<file path="config.mk">
export PLATFORM = sky130hd
export DESIGN_NAME = ctrl_encoder
export DESIGN_NICKNAME = d
export VERILOG_FILES = /design/src/rtl/ctrl_encoder.sv
export SDC_FILE = /design/constraint.sdc
export NUM_CORES = 1
export LEC_CHECK = 0
export ABC_AREA = 1
export BUFFER_PORTS_ARGS = -buffer_cell sky130_fd_sc_hd__buf_2
export CAP_MARGIN = 20
export CELL_PAD_IN_SITES_DETAIL_PLACEMENT = 0
export CELL_PAD_IN_SITES_GLOBAL_PLACEMENT = 1
export CORE_ASPECT_RATIO = 0.5
export CORE_UTILIZATION = 41
export DETAILED_ROUTE_END_ITERATION = 10
export PLACE_DENSITY = 0.86
export RECOVER_POWER = 25
export SLEW_MARGIN = 10
export SYNTH_ARGS = -nofsm -noshare
export SYNTH_HDL_FRONTEND = slang
export SYNTH_SLANG_ARGS = --single-unit
</file>
<file path="constraint.sdc">
create_clock -name clk -period 4.8 [get_ports clk]
set_clock_uncertainty 0.1 [all_clocks]
set_input_delay 0.96 -clock clk [delete_from_list [all_inputs] [get_ports clk]]
set_output_delay 0.96 -clock clk [all_outputs]
set_load 0.03 [all_outputs]
</file>
<file path="src/rtl/ctrl_encoder.sv">
// ctrl_encoder
// Encodes abstract commands into {op_ext[1:0], opcode[4:0]} instruction words and buffers
// them in a 2-entry FIFO for the decoder-side consumer.
// Ports:
//   clk, rst_n                      clock (rising edge), async active-low reset
//   cmd_valid/cmd_ready             command handshake
//   cmd_kind, cmd_sub, cmd_raw      command payload
//   resume                          pulse: leave HALTED once the FIFO has drained
//   err_clr                         clears the sticky illegal-command flag
//   instr_valid/instr_ready         instruction handshake (FIFO head)
//   opcode0..4, op_ext0..1          head word bits, 0 when empty
//   halted, err, issued_cnt         status
module ctrl_encoder #(
  parameter int unsigned CNT_W = 16
) (
  input  logic             clk,
  input  logic             rst_n,
  input  logic             cmd_valid,
  output logic             cmd_ready,
  input  logic [3:0]       cmd_kind,
  input  logic [1:0]       cmd_sub,
  input  logic [6:0]       cmd_raw,
  input  logic             resume,
  input  logic             err_clr,
  output logic             instr_valid,
  input  logic             instr_ready,
  output logic             opcode0,
  output logic             opcode1,
  output logic             opcode2,
  output logic             opcode3,
  output logic             opcode4,
  output logic             op_ext0,
  output logic             op_ext1,
  output logic             halted,
  output logic             err,
  output logic [CNT_W-1:0] issued_cnt
);

  typedef enum logic [0:0] {StRun, StHalted} state_e;

  state_e           state_q, state_d;
  logic [6:0]       mem_q [2];
  logic             wr_ptr_q, rd_ptr_q;
  logic [1:0]       count_q, count_d;
  logic             err_q, err_d;
  logic [CNT_W-1:0] issued_q;

  logic       accept, legal, push, pop;
  logic [6:0] enc_word;
  logic [6:0] head_word;

  assign cmd_ready = (state_q == StRun) && (count_q < 2'd2);
  assign accept    = cmd_valid && cmd_ready;
  assign legal     = (cmd_kind <= 4'd5);
  assign push      = accept && legal;
  assign instr_valid = (count_q != 2'd0);
  assign pop       = instr_valid && instr_ready;

  // Word layout is {op_ext1, op_ext0, opcode4..opcode0}.
  always_comb begin
    enc_word = 7'b0;
    unique case (cmd_kind)
      4'd0:    enc_word = 7'b00_00000;
      4'd1:    enc_word = {6'b00_0010, cmd_sub[0]};
      4'd2:    enc_word = {5'b00_011, cmd_sub[1], cmd_sub[0]};
      4'd3:    enc_word = 7'b00_10000;
      4'd4:    enc_word = 7'b00_10001;
      4'd5:    enc_word = cmd_raw;
      default: enc_word = 7'b0;
    endcase
  end

  always_comb begin
    count_d = count_q + {1'b0, push} - {1'b0, pop};
  end

  always_comb begin
    state_d = state_q;
    unique case (state_q)
      StRun:    if (accept && cmd_kind == 4'd0) state_d = StHalted;
      StHalted: if (resume && count_q == 2'd0) state_d = StRun;
      default:  state_d = StRun;
    endcase
  end

  // Illegal acceptance wins over a simultaneous clear.
  always_comb begin
    err_d = err_q;
    if (accept && !legal) begin
      err_d = 1'b1;
    end else if (err_clr) begin
      err_d = 1'b0;
    end
  end

  always_ff @(posedge clk or negedge rst_n) begin
    if (!rst_n) begin
      state_q  <= StRun;
      mem_q[0] <= 7'b0;
      mem_q[1] <= 7'b0;
      wr_ptr_q <= 1'b0;
      rd_ptr_q <= 1'b0;
      count_q  <= 2'd0;
      err_q    <= 1'b0;
      issued_q <= '0;
    end else begin
      state_q <= state_d;
      count_q <= count_d;
      err_q   <= err_d;
      if (push) begin
        mem_q[wr_ptr_q] <= enc_word;
        wr_ptr_q        <= ~wr_ptr_q;
      end
      if (pop) begin
        rd_ptr_q <= ~rd_ptr_q;
        issued_q <= issued_q + 1'b1;
      end
    end
  end

  assign head_word = instr_valid ? mem_q[rd_ptr_q] : 7'b0;

  assign opcode0    = head_word[0];
  assign opcode1    = head_word[1];
  assign opcode2    = head_word[2];
  assign opcode3    = head_word[3];
  assign opcode4    = head_word[4];
  assign op_ext0    = head_word[5];
  assign op_ext1    = head_word[6];
  assign halted     = (state_q == StHalted);
  assign err        = err_q;
  assign issued_cnt = issued_q;

endmodule

</file>
==> out/results.tsv <==
stage	metric	value	unit
outcome	status	finished, violations left	
outcome	violations	max-capacitance violations, max-slew violations	
critical_path	path_class	reg2out	
clocking	cts_setup_buffers	0	
clocking	clk_path_buf_depth	2	
finish	final_cell_mix	nand2_1, buf_2, dfrtp_1, inv_1, nor2_1	
critical_path	path_max_fanout	7	
routing	post-route-drc-count	0	
power	switching_share	43.40	%
floorplan	die_x	96.69	um
clocking	ctsResizeCount	0	
power	power.clock.fraction	19.5	%
synth	synthFlopType	dfrtp_1	
power	powerDensity	529.8	mW/mm^2
clocking	clock_latency	0.29	ns
clocking	clock_sinks	36	
power	p_leak	1.180	nW
floorplan	initial_core_util	44.79	%
grt	overflow	0	
sta	fmax	401.8	MHz
floorplan	row_count	16	
finish	drive_gt1_share	21.38	%
floorplan	core-area	0.004104	mm^2
sta	slew_headroom	-26.02	%
clocking	cts.root.buffer_cell	clkbuf_8	
sta	max_slew.worst_pin.slew	1.890	ns
routing	ant_nets	0	
worst_hold_path	min_path_type	reg2reg	
sta	rsz0062_at_grt	false	
finish	utilization	53.35	%
worst_hold_path	hold_end	mem_q[13]	
critical_path	worstPathRequired	3.74	ns
synth	synthArstFlopShare	100.0	%
critical_path	reg2reg_depth	7	
clocking	hold_buffers	0	
finish	diodes	0	
synth	netlist.area_leader.share	49.01	%
critical_path	critPathArrivalTime	1.43	ns
run	maxCapViolCount	1	
finish	stdcell_area	0.002190	mm^2
synth	synth_fp_nets	247	
routing	drt_pre_antenna_iters	4	
power	p_switching	503.4	uW
power	seq_power_share	40.6	%
synth	ys_seq_elements	36	
critical_path	worstPathCellList	nor2_2 -> inv_1 -> o21ai_0 -> a21oi_1 -> buf_2	
power	power.total	1.160	mW
floorplan	die_area	0.004771	mm^2
power	intPower	656.6	uW
synth	synth_cell_type_count	22	
power	ir_worst_vdd	0.1810	mV
sta	setup_violations	0	
routing	via_per_inst	4.588	
grt	antenna_found_initial	0	
synth	synth_edf_count	0	
power	pwr-share-comb	40.0	%
critical_path	r2r_start	count_q[1]	
finish	final_common_cell	nand2_1	
placement	dp_hpwl	2730	um
finish	multi_input_area	785.8	um^2
critical_path	r2r_slack	2.99	ns
synth	synth.yosys.warnings	0	
grt	top_usage_layer	met2	
critical_path	regToRegEndpoint	issued_cnt[14]	
placement	placed_cell_area	0.002116	mm^2
grt	grt_pass1_wl	6230	um
sta	hold_viol_final	0	
synth	syn_area_per_cell	8.169	um^2
critical_path	crit_path_start_kind	register	
placement	gp_congestion	0.7396	
floorplan	die_h	49.35	um
synth	yosysSeqAreaShare	49.01	%
placement	io_buffer_count	45	
floorplan	ios	46	
synth	synth_area_leaders	dfrtp_1, nand2_1, inv_1, xor2_1, nand3_1	
critical_path	slowest_delay	0.43	ns
synth	postSynthCellCount	225	
sta	min_period_over_period	51.85	%
synth	yosysTopAreaCell	dfrtp_1	
grt	grt_pass1_vias	1390	
grt	grt_use_met2	26.29	%
sta	setup_slack	2.311	ns
sta	finalMaxSlewViolations	37	
routing	num_vias	1514	
finish	areaGrowthSynthToFinish	19.13	%
routing	drt-wirelength-per-cell	11.01	um
grt	grt_max_degree	37	
grt	use_met3	5.301	%
worst_hold_path	hold_start	mem_q[13]	
finish	nNetsFinal	297	
critical_path	end_kind	output pin	
routing	drtIter0Drc	24	
clocking	cts_tree	yes	
clocking	cts_buffers	5	
critical_path	cpMaxStageDelayCell	dfrtp_1	
clocking	htree_levels	2	
finish	fillCellCount	418	
sta	fin_setup_tns	0	ns
placement	dp_slack	2.399	ns
routing	wl	3632	um
synth	syn-cell-area	0.001838	mm^2
worst_hold_path	whs_path_depth	2	
grt	use_met1	21.66	%
sta	fin_crit	2.489	ns
clocking	clk_pin_slew	0.08	ns
grt	grtUsageTotal	16.84	%
finish	ff_latch_area	900.9	um^2
power groups by stage:
stage | combinational, mW | clock [mW] | sequential (mW)
detailed placement | 0.480 | 0 | 0.477
global route | 0.517 | 0.243 | 0.488
CTS | 0.481 | 0.233 | 0.471
global placement | 0.471 | 0 | 0.473
floorplan | 0.313 | 0 | 0.511
finish | 0.464 | 0.226 | 0.471
worst max-delay path by stage:
stage | from | end | cells past startpoint
after floorplan | count_q[1] | op_ext0 | 4
after global placement | cmd_kind[2] | count_q[1] | 7
after detailed placement | cmd_kind[2] | count_q[1] | 7
after CTS | count_q[1] | opcode2 | 5
after global routing | rst_n | issued_cnt[10] | 1
final | count_q[1] | opcode2 | 5
per-layer routing:
metal  wire, um  vias to the layer above
met5          0                        -
met4         51                        0
met3        180                        5
met2       1592                       32
met1       1808                      672
li1           -                      805
metrics by stage:
step	instances	hold WS, ns
finish	330	0.3682
global route	330	0.3901
CTS	330	0.3731
detailed placement	322	0.3539
global placement	322	0.3494
floorplan	225	0.3366
cell families after synthesis:
group	share of synthesized area, %
XOR/XNOR	6.671
AND/OR/NAND/NOR	26.89
adder cells (fa/ha/maj)	2.042
buffers and inverters	7.351
flip-flops	49.01
AO/OA/AOI/OAI	8.033
critical path, delay by kind of cell (launching register included):
| kind | cells | cell delay [ns] |
|---|---|---|
| buf+inv | 2 | 0.38 |
| compound gates | 2 | 0.25 |
| flops | 1 | 0.43 |
| simple gates | 1 | 0.08 |
layout make-up:
| type | instances | share of cell area (%) |
|---|---|---|
| timing repair buffer | 45 | 10.17 |
| clock buffer | 6 | 3.771 |
| clock inverter | 2 | 0.4571 |
| multi-input combinational | 155 | 35.89 |
| inverter | 32 | 5.486 |
| tap | 54 | 3.086 |
| sequential | 36 | 41.14 |
synth_stat cells (4+ instances only):
cell	count
nand2_1	67
dfrtp_1	36
inv_1	31
nor2_1	17
nand3_1	13
a21oi_1	8
o21ai_0	8
o21ai_1	8
xor2_1	8
xnor2_1	6
nand4_1	4
state kept, by name, summed over array words and instances, names as in the netlist:
register    cells
wr_ptr_q        1
mem_q          14
err             1
count_q         2
issued_cnt     16
rd_ptr_q        1
halted          1
No activity file was read; power rests on OpenSTA's default activity.
